`src/rtl/mips_pkg.sv`:
```
// mips_pkg: shared widths, NOP encoding and fetch-state encoding for the MIPS pipeline
package mips_pkg;

    localparam int DEF_ADDR_W = 32;
    localparam int DEF_DATA_W = 32;
    localparam logic [DEF_DATA_W-1:0] MIPS_NOP = 32'h0000_0000;

    typedef enum logic [1:0] {
        FS_REQ,
        FS_WAIT,
        FS_HOLD
    } fetch_state_e;

endpackage

```
`src/rtl/ifetch_ctrl_ifid_reg.sv`:
```
// ifid_reg: IF/ID pipeline register with load, flush and stall-aware consumption
module ifid_reg
    import mips_pkg::*;
#(
    parameter int                ADDR_W    = DEF_ADDR_W,
    parameter int                DATA_W    = DEF_DATA_W,
    parameter logic [DATA_W-1:0] NOP_INSTR = MIPS_NOP
) (
    input  logic              clock,
    input  logic              reset,
    input  logic              flush,
    input  logic              load,
    input  logic              stall,
    input  logic [DATA_W-1:0] load_instr,
    input  logic [ADDR_W-1:0] load_pc_plus4,
    output logic              valid,
    output logic [DATA_W-1:0] instr,
    output logic [ADDR_W-1:0] pc_plus4
);

    logic              valid_q, valid_d;
    logic [DATA_W-1:0] instr_q, instr_d;
    logic [ADDR_W-1:0] pc4_q, pc4_d;

    // An unstalled decode consumes the entry; a flush wins over a load.
    always_comb begin
        valid_d = valid_q & stall;
        instr_d = instr_q;
        pc4_d   = pc4_q;
        if (flush) begin
            valid_d = 1'b0;
            instr_d = NOP_INSTR;
        end else if (load) begin
            valid_d = 1'b1;
            instr_d = load_instr;
            pc4_d   = load_pc_plus4;
        end
    end

    always_ff @(posedge clock) begin
        if (reset) begin
            valid_q <= 1'b0;
            instr_q <= NOP_INSTR;
            pc4_q   <= '0;
        end else begin
            valid_q <= valid_d;
            instr_q <= instr_d;
            pc4_q   <= pc4_d;
        end
    end

    assign valid    = valid_q;
    assign instr    = instr_q;
    assign pc_plus4 = pc4_q;

endmodule

```
`src/rtl/ifetch_ctrl.sv`:
```
// ifetch_ctrl: single-outstanding instruction fetch with skid hold and redirect flush
module ifetch_ctrl
    import mips_pkg::*;
#(
    parameter int                ADDR_W    = DEF_ADDR_W,
    parameter int                DATA_W    = DEF_DATA_W,
    parameter logic [DATA_W-1:0] NOP_INSTR = MIPS_NOP
) (
    input  logic              clock,
    input  logic              reset,
    input  logic [ADDR_W-1:0] pc_current,
    input  logic [ADDR_W-1:0] pc_plus4,
    output logic [ADDR_W-1:0] pc_next,
    output logic              pc_enable,
    output logic              imem_req_valid,
    input  logic              imem_req_ready,
    output logic [ADDR_W-1:0] imem_req_addr,
    input  logic              imem_resp_valid,
    input  logic [DATA_W-1:0] imem_resp_data,
    input  logic              id_stall,
    input  logic              redirect_valid,
    input  logic [ADDR_W-1:0] redirect_target,
    output logic              ifid_valid,
    output logic [DATA_W-1:0] ifid_instr,
    output logic [ADDR_W-1:0] ifid_pc_plus4
);

    fetch_state_e      state_q, state_d;
    logic              drop_q, drop_d;
    logic [DATA_W-1:0] skid_instr_q, skid_instr_d;
    logic [ADDR_W-1:0] skid_pc4_q, skid_pc4_d;
    logic              can_load, req_fire, ld;
    logic [DATA_W-1:0] ld_instr;
    logic [ADDR_W-1:0] ld_pc4;

    assign imem_req_valid = (state_q == FS_REQ);
    assign imem_req_addr  = pc_current;
    assign pc_next        = redirect_valid ? redirect_target : pc_plus4;
    assign can_load       = ~ifid_valid | ~id_stall;
    assign req_fire       = imem_req_valid & imem_req_ready;

    // drop marks an in-flight response that belongs to a squashed or pre-reset fetch.
    always_comb begin
        state_d      = state_q;
        drop_d       = drop_q;
        skid_instr_d = skid_instr_q;
        skid_pc4_d   = skid_pc4_q;
        pc_enable    = 1'b0;
        ld           = 1'b0;
        ld_instr     = imem_resp_data;
        ld_pc4       = pc_plus4;
        if (reset) begin
            state_d      = FS_REQ;
            drop_d       = (state_q == FS_WAIT);
            skid_instr_d = NOP_INSTR;
            skid_pc4_d   = '0;
        end else if (redirect_valid) begin
            pc_enable = 1'b1;
            case (state_q)
                FS_REQ: begin
                    if (req_fire) begin
                        drop_d  = 1'b1;
                        state_d = FS_WAIT;
                    end else if (imem_resp_valid) begin
                        drop_d = 1'b0;
                    end
                end
                FS_WAIT: begin
                    state_d = imem_resp_valid ? FS_REQ : FS_WAIT;
                    drop_d  = ~imem_resp_valid;
                end
                default: state_d = FS_REQ;
            endcase
        end else begin
            case (state_q)
                FS_REQ: begin
                    state_d = req_fire ? FS_WAIT : FS_REQ;
                    drop_d  = drop_q & ~imem_resp_valid;
                end
                FS_WAIT: begin
                    if (imem_resp_valid) begin
                        if (drop_q) begin
                            drop_d  = 1'b0;
                            state_d = FS_REQ;
                        end else begin
                            pc_enable    = 1'b1;
                            ld           = can_load;
                            state_d      = can_load ? FS_REQ : FS_HOLD;
                            skid_instr_d = imem_resp_data;
                            skid_pc4_d   = pc_plus4;
                        end
                    end
                end
                default: begin
                    ld       = can_load;
                    ld_instr = skid_instr_q;
                    ld_pc4   = skid_pc4_q;
                    state_d  = can_load ? FS_REQ : FS_HOLD;
                end
            endcase
        end
    end

    always_ff @(posedge clock) begin
        state_q      <= state_d;
        drop_q       <= drop_d;
        skid_instr_q <= skid_instr_d;
        skid_pc4_q   <= skid_pc4_d;
    end

    ifid_reg #(
        .ADDR_W   (ADDR_W),
        .DATA_W   (DATA_W),
        .NOP_INSTR(NOP_INSTR)
    ) u_ifid (
        .clock        (clock),
        .reset        (reset),
        .flush        (redirect_valid),
        .load         (ld),
        .stall        (id_stall),
        .load_instr   (ld_instr),
        .load_pc_plus4(ld_pc4),
        .valid        (ifid_valid),
        .instr        (ifid_instr),
        .pc_plus4     (ifid_pc_plus4)
    );

endmodule

```
`config.mk`:
```
export PLATFORM = sky130hd
export DESIGN_NAME = ifetch_ctrl
export DESIGN_NICKNAME = d
export VERILOG_FILES = /design/src/rtl/mips_pkg.sv /design/src/rtl/ifetch_ctrl_ifid_reg.sv /design/src/rtl/ifetch_ctrl.sv
export SDC_FILE = /design/constraint.sdc
export NUM_CORES = 1
export LEC_CHECK = 0
export CAP_MARGIN = 20
export CORE_UTILIZATION = 25
export DETAILED_ROUTE_END_ITERATION = 8
export PLACE_DENSITY_LB_ADDON = 0.2
export SETUP_SLACK_MARGIN = 0.15
export SYNTH_ARGS = -nofsm -noshare
export SYNTH_HDL_FRONTEND = slang
export SYNTH_SLANG_ARGS = --single-unit
```
`constraint.sdc`:
```
create_clock -name clock -period 1.6 [get_ports clock]
set_clock_uncertainty 0.05 [all_clocks]
set_input_delay 0.32 -clock clock [delete_from_list [all_inputs] [get_ports clock]]
set_output_delay 0.32 -clock clock [all_outputs]
set_load 0.02 [all_outputs]
```
==> results.md <==
* Skew-Pair Late Insertion Delay at just over 0.4 ns
* DRC Markers at 0
* Total power divided by cell area at 803 nW/um^2
* P_leak at ~0.0039 uW
* Total negative slack at -6.31 ns
* Least-Margin Pin Slew at ~0.8 ns
* CP endpoint kind: primary output
* Final Critical Period at 1.77 ns
* Violation count after the first detailed-route iteration at 219
* Number of global-route vias before repair at 6357
* Top-count cell post-synth: dfxtp_1
* First-pass GRT wire length at roughly 35 mm
* Crit-path max FO at 2
* Placed Cells at roughly 1300
* Ports at ~270
* RD Place Congestion at roughly 0.7
* Max VDD drop at between 0.0006 and 0.0007 V
* Seq cells post-synth at about 130
* Crit-path slowest cell: edfxtp_1
* Die area at 29200 um^2
* DP Worst Slack at -0.530 ns
* Max stage delay on crit path at approximately 0.44 ns
* Setup crit start kind: flop
* Inserted Diodes at 0
* Worst Hold Class: input port to flop
* Core area at between 20000 and 30000 um^2
* Final period util at 111%
* Dpl hpwl at 14.7 mm
* Max_slew headroom at ~45%
* GRT Total Usage at between 10% and 20%
* Max cap viols at 0
* Yosys top cell by area: dfxtp_1
* Synth top area cells: dfxtp_1 37%, a211oi_2 15%, mux2_1 10%
* Final nets at around 1100
* Synth Area per Inst at about 9.5 um^2
* Post-synth EDFFs at 1
* Crit-path cells: nand4bb_4, a21oi_4, buf_6
* Post-DRT Antenna Nets at 0
* Seq/Total Area, Yosys at around 37%
* Sequential standard cell area at between 2000 and 3000 um^2
* WP buf/inv at 1
* Horiz. Die Dim at 171 um
* Row Count at a little over 60
* Gr ovfl total at 0
* Max clock buf depth at 2
* CTS root buffer: clkbuf_16
* Post-place instance area at between 9000 and 10000 um^2
* Layout fillers at approximately 2900
* Mapped Cells at 750
* H-tree levels at 4
* Final WS setup at -0.175 ns
* Area fraction of the dominant cell type after synthesis at between 30% and 40%
* Layout cell share with drive strength beyond 1 at a little over two fifths
* Drt pass-1 iters at 4
* Cell Area, Synth at 7120 um^2
* Multi-input logic area at approximately 4000 um^2
* TritonCTS clock tree: built
* Via density at approximately 4.6
* Wirelength, routed at 22.7 mm
* CTS Sinks at 132
* Critical Path RT at about 1.2 ns
* Final slew viol count at 0
* Worst Path Arrival at ~1.4 ns
* CTS buffer count at 17
* Failing checks: negative setup slack
* Syn-to-layout area delta at 51.4%
* Die height at 171 um
* Hold Fails Final Rpt at 0
* Final setup violation count at 113
* Final Cell Area at around 11000 um^2
* Primary FF master, synth: dfxtp_1
* Largest net degree at the start of global routing at 65
* RSZ-0062 raised after global routing: yes
* Util after Layout at between 30% and 40%
* Syn Nets at 884
* Synth top cells by count: 131 x dfxtp_1, 83 x a211oi_2, 66 x a21oi_1
* Fraction of registers with async set/reset at 0%
* Kind of critical path: flop to primary output
* Cell family with most CP delay: flip-flops
* Vias at ~6200
* Count of different cell masters after synthesis at 30
* Final std cells w/o fill at ~1300
* FMAX at approximately 0.56 GHz
* WL/cell at around 17 um
* Initial antenna violation count at 0
* Worst-path clk slew at about 0.060 ns
* Synthesis Warnings at 0
* Port bufs at 200
* Status: complete, but fails checks
* Initial Utilization at 25.6%
path summary, 6_finish.rpt:
path                                            to  depth (start not counted)  slack (ns)                          start
setup / recovery                         pc_enable                          3       -0.17               drop_q$_DFFE_PP_
hold / removal     u_ifid.pc_plus4[5]$_SDFFE_PP0P_                          3        0.36                          reset
setup reg to reg  u_ifid.pc_plus4[11]$_SDFFE_PP0P_                          5       -0.13               drop_q$_DFFE_PP_
hold reg to reg      u_ifid.instr[31]$_SDFFE_PP0P_                          2        0.41  u_ifid.instr[31]$_SDFFE_PP0P_
logic make-up (layout without fill, tap and decap cells):
kind of cell / after synthesis / after routing / synth area share, %
compound gates: 265 / 265 / 29.2
buf+inv: 181 / 389 / 12.7
flops: 132 / 132 / 37.3
mux: 96 / 96 / 15.2
simple gates: 76 / 76 / 5.66
where the power goes:
part / total [uW] / internal, uW / switching [uW] / leakage [uW]
combinational: 1540 / 783 / 761 / 0.00254
sequential: 3410 / 3370 / 42.3 / 0.00107
clock: 3700 / 2080 / 1620 / 0.000259
total: 8650 / 6230 / 2420 / 0.00387
worst register-to-register path, stage by stage (launching register included):
cell       delay [ns]
edfxtp_1         0.44
buf_4            0.17
nand3b_4         0.22
a21o_4           0.28
bufbuf_16        0.29
a211oi_2         0.20
metrics by stage:
stage | hold WS (ns) | total power, uW
6_report | 0.362 | 8650
4_1_cts | 0.357 | 8760
2_1_floorplan | 0.386 | 4300
5_1_grt | 0.369 | 9030
3_3_place_gp | 0.397 | 4960
3_5_place_dp | 0.400 | 4970
timing repair:
action / CTS / global route
buffers inserted: 5 / 0
endpoints found under the hold margin: 0 / 0
gates resized for setup: 498 / 57
cloned: 3 / 1
hold buffers: 0 / 0
pin swaps: 26 / 3
setup endpoints to repair: 228 / 178
routing by layer:
metal | GRT usage [%] | up-vias | part of all wire, %
met5 | 0 | - | 0
met4 | 4.39 | 0 | 1.5
met3 | 3.12 | 21 | 4.1
met2 | 26.8 | 132 | 49
met1 | 20.0 | 2997 | 46
li1 | - | 3062 | -
flip-flops by register name (all words and copies together), names as in the netlist:
signal           count
u_ifid.instr        32
state_q              2
skid_pc4_q          32
drop_q               1
skid_instr_q        32
u_ifid.valid         1
u_ifid.pc_plus4     32
cell usage in the layout (no fill, tap or decap), types with 3 or more instances in the layout:
| cell | count |
|---|---|
| mux2_4 | 32 |
| inv_1 | 65 |
| mux2_1 | 37 |
| mux2_2 | 27 |
| clkdlybuf4s50_1 | 35 |
| dfxtp_1 | 129 |
| buf_4 | 60 |
| buf_2 | 16 |
| o21ai_1 | 64 |
| clkinvlp_4 | 5 |
| a211oi_2 | 95 |
| a21oi_1 | 65 |
| a211oi_4 | 13 |
| inv_6 | 4 |
| dlygate4sd2_1 | 64 |
| clkbuf_16 | 18 |
| nand3_1 | 64 |
| clkbuf_2 | 23 |
| buf_6 | 39 |
| clkdlybuf4s15_1 | 3 |
| clkdlybuf4s15_2 | 23 |
| buf_12 | 20 |
| a211oi_1 | 20 |
| clkinv_2 | 3 |
cell type report:
class	instances	area share (%)
Inverter	67	2.35
Tap cell	378	4.39
Sequential cell	132	24.7
Clock buffer	19	4.20
Timing Repair Buffer	290	26.5
Clock inverter	13	0.906
Multi-Input combinational cell	437	36.9
(Power assumes the default switching activity.)
